**config.mk**
```make
export PLATFORM = sky130hd
export DESIGN_NAME = exec_controller
export DESIGN_NICKNAME = d
export VERILOG_FILES = /design/src/rtl/exec_controller_pkg.sv /design/src/rtl/exec_controller_sync_edge.sv /design/src/rtl/exec_controller.sv
export SDC_FILE = /design/constraint.sdc
export NUM_CORES = 1
export LEC_CHECK = 0
export ABC_CLOCK_PERIOD_IN_PS = 4800
export CAP_MARGIN = 20
export CORE_ASPECT_RATIO = 2
export CORE_MARGIN = 4
export CORE_UTILIZATION = 53
export CTS_CLUSTER_DIAMETER = 40
export DETAILED_ROUTE_END_ITERATION = 10
export PLACE_DENSITY = 0.85
export REMOVE_ABC_BUFFERS = 1
export SYNTH_ARGS = -nofsm -noshare
export SYNTH_HDL_FRONTEND = slang
export SYNTH_SLANG_ARGS = --single-unit
```
**constraint.sdc**
```tcl
create_clock -name clk -period 4.8 [get_ports clk]
set_clock_uncertainty 0.05 [all_clocks]
set_input_delay 1.44 -clock clk [delete_from_list [all_inputs] [get_ports clk]]
set_output_delay 1.44 -clock clk [all_outputs]
set_load 0.02 [all_outputs]
```
**src/rtl/exec_controller_pkg.sv**
```systemverilog
// Shared types for the run/step/halt sequencer.
// State encoding used by the controller FSM.
package exec_controller_pkg;

  typedef enum logic [1:0] {
    ST_PAUSE = 2'd0,
    ST_RUN   = 2'd1,
    ST_HALT  = 2'd2
  } exc_state_t;

endpackage

```
**src/rtl/exec_controller_sync_edge.sv**
```systemverilog
// Two-flop synchronizer plus rising-edge detector for one button.
// The edge output is a single-cycle pulse.
module exec_controller_sync_edge (
  input  logic clk,
  input  logic rst_n,
  input  logic btn,
  output logic rise
);

  logic s1;
  logic s2;
  logic s2_q;

  always_ff @(posedge clk) begin
    if (rst_n) begin
      s1   <= 1'b0;
      s2   <= 1'b0;
      s2_q <= 1'b0;
    end else begin
      s1   <= btn;
      s2   <= s1;
      s2_q <= s2;
    end
  end

  assign rise = s2 & ~s2_q;

endmodule

```
**src/rtl/exec_controller.sv**
```systemverilog
// Run/step/halt sequencer: issues one core enable per instruction,
// latches syscall display data and counts retired instructions.
module exec_controller
  import exec_controller_pkg::*;
#(
  parameter int unsigned DIV   = 1,
  parameter int unsigned DIV_W = 24,
  parameter int unsigned CNT_W = 32
) (
  input  logic             clk,
  input  logic             rst_n,
  input  logic             btn_go,
  input  logic             btn_step,
  input  logic             cpu_halt,
  input  logic             cpu_display_en,
  input  logic [31:0]      cpu_display,
  output logic             cpu_en,
  output logic             running,
  output logic             halted,
  output logic [31:0]      display,
  output logic [CNT_W-1:0] inst_cnt
);

  logic go_edge;
  logic step_edge;

  exec_controller_sync_edge u_go (
    .clk   (clk),
    .rst_n (rst_n),
    .btn   (btn_go),
    .rise  (go_edge)
  );

  exec_controller_sync_edge u_step (
    .clk   (clk),
    .rst_n (rst_n),
    .btn   (btn_step),
    .rise  (step_edge)
  );

  exc_state_t       state;
  exc_state_t       state_d;
  logic [DIV_W-1:0] pcnt;
  logic [DIV_W-1:0] pcnt_d;
  logic             pulse_q;
  logic             pulse_d;
  logic             force_q;
  logic             force_d;

  always_ff @(posedge clk) begin
    if (rst_n) begin
      state   <= ST_PAUSE;
      pcnt    <= '0;
      pulse_q <= 1'b0;
      force_q <= 1'b0;
    end else begin
      state   <= state_d;
      pcnt    <= pcnt_d;
      pulse_q <= pulse_d;
      force_q <= force_d;
    end
  end

  always_comb begin
    state_d = state;
    pcnt_d  = pcnt;
    pulse_d = 1'b0;
    force_d = 1'b0;
    unique case (state)
      ST_PAUSE: begin
        if (go_edge) begin
          state_d = ST_RUN;
          pcnt_d  = '0;
        end else if (step_edge) begin
          pulse_d = 1'b1;
          force_d = 1'b1;
        end
      end
      ST_RUN: begin
        if (go_edge) begin
          state_d = ST_PAUSE;
          pcnt_d  = '0;
        end else if (pulse_q & cpu_halt & ~force_q) begin
          // Suppressed pulse leaves the PC on the syscall.
          state_d = ST_HALT;
          pcnt_d  = '0;
        end else if (pcnt == DIV_W'(DIV - 1)) begin
          pcnt_d  = '0;
          pulse_d = 1'b1;
        end else begin
          pcnt_d  = pcnt + DIV_W'(1);
        end
      end
      ST_HALT: begin
        if (go_edge) begin
          state_d = ST_RUN;
          pcnt_d  = '0;
          pulse_d = 1'b1;
          force_d = 1'b1;
        end else if (step_edge) begin
          state_d = ST_PAUSE;
          pulse_d = 1'b1;
          force_d = 1'b1;
        end
      end
      default: begin
        state_d = ST_PAUSE;
        pcnt_d  = '0;
      end
    endcase
  end

  assign cpu_en  = pulse_q & (~cpu_halt | force_q);
  assign running = (state == ST_RUN);
  assign halted  = (state == ST_HALT);

  always_ff @(posedge clk) begin
    if (rst_n) begin
      display  <= '0;
      inst_cnt <= '0;
    end else begin
      if (cpu_en & cpu_display_en) display <= cpu_display;
      if (cpu_en) inst_cnt <= inst_cnt + CNT_W'(1);
    end
  end

endmodule

```
==> results of run 1 <==
==> cells by family (layout without fill, tap and decap cells) <==
kind of cell	after synthesis	in the layout	synth area share
and+or+nand+nor	257	257	0.3054
DFF	98	98	0.4596
AOI/OAI and AO/OA	77	77	0.1093
xor gates and xnor gates	37	37	0.07591
buffers and inverters	37	135	0.03869
adders and majority gates	3	3	0.008793
muxes	1	1	0.002345
==> final timing paths <==
kind | cells after the start | to | from
setup / recovery | 4 | cpu_en | cpu_halt
hold / removal | 1 | u_step.s2 | u_step.s1
setup reg to reg | 7 | pcnt[8] | pcnt[0]
hold reg to reg | 1 | u_step.s2 | u_step.s1
==> cell usage in the layout (no fill, tap or decap), types with 3 or more instances in the layout <==
master	synthesis	layout
clkdlybuf4s50_1	0	103
dfxtp_1	98	98
nand2_1	95	95
a21oi_1	47	47
nor2_1	47	47
xor2_1	25	25
nand3_1	24	24
nand4_1	23	23
xnor2_1	12	12
inv_1	10	10
o21ai_0	10	10
clkbuf_16	0	9
nor3_1	8	8
nor2b_1	7	7
and3_1	7	7
or3_1	7	7
and4_1	6	6
nor4_1	5	5
and2_1	4	4
or4_1	4	4
buf_4	0	4
and2b_2	3	3
a31oi_1	3	3
a211oi_1	3	3
nand2b_1	3	3
ha_1	3	3
clkbuf_8	2	3
==> per-layer routing <==
layer,routed length (um),GRT usage,vias up
met3,547,0.05440,37
met4,509,0.1391,0
li1,-,-,1942
met5,0,0,-
met1,4124,0.2725,1898
met2,6025,0.4098,123
==> stage by stage <==
step                      cell area [um^2]  hold slack (ns)  total power, mW    util
after global placement                5338           0.3689           0.9398  0.6769
after CTS                             5653           0.3946            1.683  0.7169
after detailed placement              5338           0.3775           0.9426  0.6769
final                                 5653           0.3923            1.675  0.7169
after global routing                  5653           0.4153            1.721  0.7169
after floorplan                       4145           0.3638           0.8806       -
==> worst max-delay path: stages <==
cell and delay [ns]:
clkdlybuf4s50_1 0.40, and2b_2 0.24, nor2b_1 0.15, clkdlybuf4s50_1 0.62
==> final cells by class <==
type | count | area, um^2 | area share
Clock buffer | 12 | 266.5 | 0.04714
Clock inverter | 4 | 48.80 | 0.008632
Inverter | 11 | 41.29 | 0.007304
Multi-Input combinational cell | 375 | 2148 | 0.3800
Sequential cell | 98 | 1962 | 0.3471
Tap cell | 96 | 120.1 | 0.02125
Timing Repair Buffer | 108 | 1066 | 0.1886
==> sequential cells by signal, indices dropped and copies added (netlist names), 2 cells and up <==
signal,count
display,32
inst_cnt,32
state,2
pcnt,24
==> power by group through the flow <==
stage	logic (mW)	registers, mW	clock network [mW]
finish	0.0974	0.827	0.750
global route	0.105	0.828	0.789
CTS	0.0975	0.827	0.758
detailed placement	0.0968	0.846	0
global placement	0.0948	0.845	0
floorplan	0.0317	0.849	0
==> metrics.csv, run 1 <==
stage,metric,value,unit
power_and_ir_drop,power_density,296.2,nW/um^2
clocking,clockBufferDepth,2,
final_layout,drive_gt1_frac,0.06250,
place,dpl.cell_count,688,
global_route,grtUsageTotal,0.2418,
global_route,grt_pass1_vias,3972,
synthesis,synth.top_cells.by_count,"dfxtp_1 (98), nand2_1 (95), a21oi_1 (47), nor2_1 (47), xor2_1 (25)",
route,dr.pass1.iters,5,
route,vias_per_cell,5.682,
sta,tightest_slew,1.061,ns
route,drtIter0Drc,236,
sta,tns,0,ns
synthesis,netlist_top_cells_area,"dfxtp_1 (46%), nand2_1 (8.4%), a21oi_1 (5.5%)",
route,drt-total-wl,11210,um
synthesis,yosysMostFrequentCell,dfxtp_1,
clocking,cts_root_buffer,clkbuf_16,
synthesis,synth_warnings,0,
synthesis,synth_edf_count,0,
die,initial_core_util,0.5414,
clocking,clk_latency,0.34,ns
setup_path,cp.arrival,2.86,ns
sta,max_freq,0.2297,GHz
power_and_ir_drop,swShare,0.2148,
place,gp_congestion,0.8476,
setup_path,crit_type,primary input to primary output,
clocking,tritoncts,built,
outcome,status,completed,
sta,timing.final.ws_setup,0.4469,ns
die,coreArea,7885,um^2
place,post-place-ws,0.4550,ns
synthesis,seq_area_frac_synth,0.4596,
synthesis,async_flop_share,0,
final_layout,area_growth,32.41,%
die,die_area,9642,um^2
synthesis,syn_inst,510,
clocking,cts_buffers,9,
die,pin_count,105,
power_and_ir_drop,p_leak,1.916,nW
synthesis,yosysTopAreaCellShare,0.4596,
clocking,htreeDepth,3,
sta,rsz0062_at_grt,false,
synthesis,synth_seq_cells,98,
sta,fin_crit,4.353,ns
sta,hold_violations,0,
global_route,overflow,0,
final_layout,layout.cells.non_filler,704,
global_route,antenna_found_initial,0,
route,vias,4000,
power_and_ir_drop,seq_power_share,0.494,
route,ant_nets,0,
setup_path,rrSetupSlack,2.55,ns
sta,setup_viol,0,
place,io_buffers,104,
power_and_ir_drop,combinationalPowerShare,0.058,
hold_path,worstHoldPathType,flop to flop,
synthesis,synth_flop_cell,dfxtp_1,
synthesis,syn_avg_cell_area,8.371,um^2
route,drc,0,
die,num_rows,46,
final_layout,nFillCells,608,
place,hpwlAfterDp,8032,um
final_layout,nets,644,
setup_path,cp.required,3.31,ns
synthesis,yosys.area.top_type,dfxtp_1,
global_route,grt_max_degree,56,
setup_path,endpoint_kind,primary output,
clocking,post_cts_resized,0,
clocking,clock-sinks,98,
power_and_ir_drop,peakVddDrop,0.0002207,V
setup_path,critPathLaunchType,primary input,
route,post_drt_wl_per_cell,15.92,um
sta,max_slew_margin,0.2911,
synthesis,synth_area,4269,um^2
final_layout,diodes,0,
power_and_ir_drop,switching_power,0.3597,mW
power_and_ir_drop,power.share.clock,0.448,
setup_path,worst-path-max-fanout,5,
clocking,cts-hold-fix-buffers,0,
run,maxCapViolCount,0,
global_route,grt_pass1_wl,18660,um
sta,slew_viol_final,0,
die,die_w,71.46,um
clocking,post_cts_buffers,0,
clocking,clk_pin_slew,0.06,ns
synthesis,ys_types,53,
sta,period_share,0.9069,
power_and_ir_drop,intPower,1.315,mW
die,die_y,134.9,um
No activity file was read; power rests on OpenSTA's default activity.
==> run 2: changes to the inputs <==
--- a/constraint.sdc
+++ b/constraint.sdc
@@ -4,2 +4,2 @@
 set_output_delay 1.44 -clock clk [all_outputs]
-set_load 0.02 [all_outputs]
+set_load 0.1 [all_outputs]
==> metrics.csv, run 2 (synthesized netlist as in run 1, its figures left out) <==
stage,metric,value,unit,change
sta,fin_crit,4.032,ns,-0.3214 ns
clocking,cts_root_buffer,clkbuf_16,,
clocking,htreeDepth,3,,unchanged
sta,hold_violations,0,,unchanged
final_layout,final_util,0.7155,,-0.001428
clocking,tritoncts,built,,
global_route,grt_max_degree,52,,-7.1%
setup_path,cp.required,3.31,ns,about the same
power_and_ir_drop,peakVddDrop,0.0002280,V,+3.3%
die,die_area,9642,um^2,unchanged
sta,setup_viol,0,,unchanged
global_route,grt_pass1_vias,3951,,-0.53%
setup_path,cp_cell_sequence,"clkdlybuf4s50_1, and2b_2, nor2b_1, buf_12",,
final_layout,area_growth,32.15,%,
clocking,clk_latency,0.34,ns,about the same
setup_path,crit_buf_inv,2,,unchanged
route,post_drt_wl_per_cell,16.17,um,+1.6%
sta,rsz0062_at_grt,false,,
setup_path,crit_type,primary input to primary output,,
run,maxCapViolCount,0,,unchanged
sta,max_freq,0.2480,GHz,+8.0%
final_layout,layout_commonest_cell,clkdlybuf4s50_1,,
final_layout,diodes,0,,unchanged
clocking,clock-sinks,98,,unchanged
sta,period_share,0.8399,,-0.06696
route,drc,0,,unchanged
setup_path,cp-startpoint,cpu_halt,,
die,initial_core_util,0.5414,,unchanged
route,wl_met1,4164,um,+0.97%
setup_path,cp.arrival,2.54,ns,-0.32 ns
outcome,status,completed,,
place,io_buffers,104,,unchanged
route,vias_per_cell,5.723,,+0.72%
global_route,grt_pass1_wl,18300,um,-2.0%
hold_path,min_from,u_go.s1,,
die,pin_count,105,,unchanged
setup_path,rr_startpoint,pcnt[0],,
final_layout,largestRegisters,"display (32), inst_cnt (32), pcnt (24)",,
hold_path,worstHoldPathType,flop to flop,,
global_route,grtUsageTotal,0.2387,,-0.003053
global_route,antenna_found_initial,0,,unchanged
setup_path,critical_path.max_stage_delay,0.39,ns,-0.23 ns
setup_path,crit_family,buffers and inverters,,
global_route,overflow,0,,unchanged
setup_path,slowest_stage,clkdlybuf4s50_1,,
final_layout,nets,644,,unchanged
setup_path,critPathLaunchType,primary input,,
route,route.met2.wl,6107,um,+1.4%
sta,tightest_slew,1.065,ns,+0.003727 ns
die,num_rows,46,,unchanged
setup_path,worst-path-max-fanout,5,,unchanged
final_layout,drive_gt1_frac,0.06096,,-0.001544
route,ant_nets,0,,unchanged
route,routed.top_layer,met4,,
clocking,cts-hold-fix-buffers,0,,unchanged
clocking,cts_buffers,9,,unchanged
clocking,clk_pin_slew,0.06,ns,about the same
clocking,clockBufferDepth,2,,unchanged
clocking,post_cts_resized,0,,unchanged
power_and_ir_drop,p_leak,1.904,nW,-0.61%
setup_path,endpoint_kind,primary output,,
place,gp_congestion,0.8643,,+2.0%
sta,max_slew_margin,0.2886,,-0.002490
route,dr.pass1.iters,4,,-1
clocking,post_cts_buffers,0,,unchanged
route,vias,4023,,+0.58%
die,die_y,134.9,um,unchanged
final_layout,layout_common_cells,"clkdlybuf4s50_1 (102), dfxtp_1 (98), nand2_1 (95)",,
route,drt-total-wl,11370,um,+1.4%
die,die_w,71.46,um,unchanged
route,drtIter0Drc,206,,-13%
sta,tns,0,ns,unchanged
power_and_ir_drop,power_density,297.1,nW/um^2,+0.28%
sta,slew_viol_final,0,,unchanged
die,coreArea,7885,um^2,unchanged
place,hpwlAfterDp,7978,um,-0.67%
route,met3WireLength,499,um,-8.8%
## run 2: metrics by stage
stage / hold slack, ns / power [mW] / worst slack [ns] / instances / cell area [um^2]
after floorplan: 0.3638 / 0.9099 / 0.07402 / 484 / 4145
after global placement: 0.3685 / 0.9696 / 0.7733 / 688 / 5348
after detailed placement: 0.3783 / 0.9727 / 0.7559 / 688 / 5348
after CTS: 0.4049 / 1.682 / 0.7597 / 703 / 5642
after global routing: 0.4182 / 1.713 / 0.7357 / 703 / 5642
final: 0.4035 / 1.676 / 0.7684 / 703 / 5642
## run 2: layout make-up
type,instances,area [um^2]
clock buffers,11,242.7
fillers,567,2243
flip-flops and latches,98,1962
well taps,96,120.1
repair buffers,108,1076
multi-input cells,375,2148
clock inverters,4,51.30
inverters,11,41.29
## run 2: final timing paths
check | slack (ns) | cells past startpoint | end
worst max register to register | 2.53 | 7 | pcnt[6]
worst max-delay path | 0.77 | 4 | cpu_en
worst min-delay path | 0.40 | 1 | u_go.s2
worst min register to register | 0.40 | 1 | u_go.s2
## run 2: report_power, final
part	internal [mW]	leakage [nW]	switching (mW)	total, mW
Combinational	0.0484	0.971	0.0788	0.127
Clock	0.416	0.142	0.305	0.721
Sequential	0.821	0.791	0.00617	0.827
Total	1.29	1.90	0.390	1.68
## run 2: layer usage
metal,vias to the layer above,track usage
li1,1952,-
met1,1914,0.2461
met2,110,0.4180
met3,47,0.05961
met4,0,0.1527
met5,-,0
==> run 3: changes to the inputs <==
- ABC_CLOCK_PERIOD_IN_PS: 4800 -> 3830
- CORE_UTILIZATION: 53 -> 49
- PLACE_DENSITY: 0.85 -> 0.79
- clock period: 4.8 -> 3.83 ns (I/O delays scaled with it)
==> metrics.csv, run 3 (synthesized netlist as in run 1, its figures left out) <==
stage,metric,value,unit,change
outcome,status,completed,,
clocking,post_cts_buffers,0,,unchanged
clocking,post_cts_resized,0,,unchanged
sta,max_slew_margin,0.4259,,+0.1373
die,initial_core_util,0.4971,,-0.04433
setup_path,reg2reg_to,inst_cnt[28],,
clocking,cts-hold-fix-buffers,0,,unchanged
route,drc,0,,unchanged
die,die_w,74,um,+3.6%
final_layout,final_util,0.6407,,-0.07475
route,dr.pass1.iters,5,,+1
sta,setup_viol,0,,unchanged
hold_path,worstHoldPathType,flop to flop,,
sta,holdWs,0.3982,ns,-0.005249 ns
route,vias,3984,,-0.97%
global_route,overflow,0,,unchanged
place,io_buffers,104,,unchanged
hold_path,hold_depth,1,,unchanged
power_and_ir_drop,power_density,387.9,nW/um^2,+31%
route,drt-total-wl,11290,um,-0.70%
setup_path,worst-path-max-fanout,5,,unchanged
sta,max_freq,0.2915,GHz,
setup_path,rr_startpoint,inst_cnt[4],,
sta,rsz0062_at_grt,false,,
sta,slew_viol_final,0,,unchanged
die,die_y,140,um,+3.8%
final_layout,layout_common_cells,"dfxtp_1 (98), nand2_1 (95), buf_4 (71)",,
sta,hold_violations,0,,unchanged
place,hpwlAfterDp,8275,um,+3.7%
clocking,clock-sinks,98,,unchanged
setup_path,cp.arrival,2.23,ns,-0.31 ns
final_layout,diodes,0,,unchanged
setup_path,critPathLaunchType,primary input,,
final_layout,nFillCells,738,,+30%
clocking,htreeDepth,3,,unchanged
setup_path,crit_type,primary input to primary output,,
global_route,grtUsageTotal,0.2316,,-0.007189
final_layout,multi_input_area,2148,um^2,unchanged
route,ant_nets,0,,unchanged
clocking,clk_pin_slew,0.07,ns,about the same
setup_path,cp.required,2.63,ns,-0.68 ns
die,coreArea,8588,um^2,+8.9%
hold_path,min_from,u_step.s1,,
global_route,grt_max_degree,45,,-13%
clocking,clockBufferDepth,2,,unchanged
hold_path,hold_path_end,u_step.s2,,
setup_path,endpoint_kind,primary output,,
power_and_ir_drop,peakVddDrop,0.0003228,V,+42%
clocking,tritoncts,built,,
final_layout,nets,645,,+0.16%
die,pin_count,105,,unchanged
global_route,grt_pass1_wl,18740,um,+2.4%
clocking,cts_buffers,9,,unchanged
run,maxCapViolCount,0,,unchanged
global_route,antenna_found_initial,0,,unchanged
final_layout,layout_commonest_cell,dfxtp_1,,
setup_path,worst-r2r-cell-count,5,,-2
die,die_area,10360,um^2,+7.4%
global_route,grt_pass1_vias,3942,,-0.23%
place,gp_congestion,0.9053,,+4.7%
route,drtIter0Drc,300,,+46%
final_layout,drive_gt1_frac,0.1727,,+0.1117
clocking,clk_latency,0.34,ns,about the same
sta,fin_crit,3.431,ns,
final_layout,largestRegisters,"display (32), inst_cnt (32), pcnt (24)",,
clocking,cts_root_buffer,clkbuf_16,,
power_and_ir_drop,p_leak,2.053,nW,+7.8%
final_layout,area_growth,28.90,%,
sta,timing.final.ws_setup,0.3991,ns,-0.3693 ns
final_layout,seqCellArea,1962,um^2,unchanged
setup_path,rrSetupSlack,1.64,ns,-0.89 ns
sta,period_share,0.8958,,
route,post_drt_wl_per_cell,15.94,um,-1.4%
sta,tightest_slew,0.8579,ns,-0.2066 ns
die,num_rows,48,,+4.3%
place,post-place-ws,0.3877,ns,-0.3683 ns
route,vias_per_cell,5.627,,-1.7%
run 3: final cells by class:
| cell class | count | share of cell area |
|---|---|---|
| multi-input combinational | 375 | 0.3904 |
| inverter | 11 | 0.007503 |
| sequential | 98 | 0.3565 |
| timing repair buffer | 109 | 0.1669 |
| clock buffer | 9 | 0.04093 |
| clock inverter | 6 | 0.01501 |
| tap | 100 | 0.02274 |
run 3: stage by stage:
step | area [um^2] | power, mW | TNS [ns] | instances
after global placement | 5195 | 1.214 | 0 | 693
after CTS | 5503 | 2.153 | 0 | 708
after floorplan | 4145 | 1.140 | -18.48 | 484
after detailed placement | 5195 | 1.217 | 0 | 693
after global routing | 5503 | 2.211 | 0 | 708
final | 5503 | 2.135 | 0 | 708
run 3: worst max-delay path by stage:
stage	start	endpoint	slack, ns	depth (start not counted)
after floorplan	cpu_halt	display[0]	-0.57	5
after global placement	cpu_halt	cpu_en	0.38	4
after detailed placement	cpu_halt	cpu_en	0.39	4
after CTS	cpu_halt	cpu_en	0.38	4
after global routing	cpu_halt	cpu_en	0.33	4
final	cpu_halt	cpu_en	0.40	4
run 3: metal layers:
| layer | GRT usage | wire length, um | up-vias |
|---|---|---|---|
| met3 | 0.05747 | 569 | 38 |
| met2 | 0.3961 | 6224 | 122 |
| li1 | - | - | 1941 |
| met4 | 0.1414 | 516 | 0 |
| met5 | 0 | 0 | - |
| met1 | 0.2448 | 3974 | 1883 |
run 3: report_power, final:
group	total, mW	leakage, nW	internal (mW)	switching [mW]
registers	1.04	0.791	1.03	0.00750
logic	0.157	1.11	0.0589	0.0979
clock network	0.941	0.151	0.565	0.376
total	2.13	2.05	1.65	0.482
run 3: critical path: stages:
cell and delay [ns]:
clkdlybuf4s50_1 0.39, and2b_2 0.23, nor2b_1 0.25, buf_12 0.21
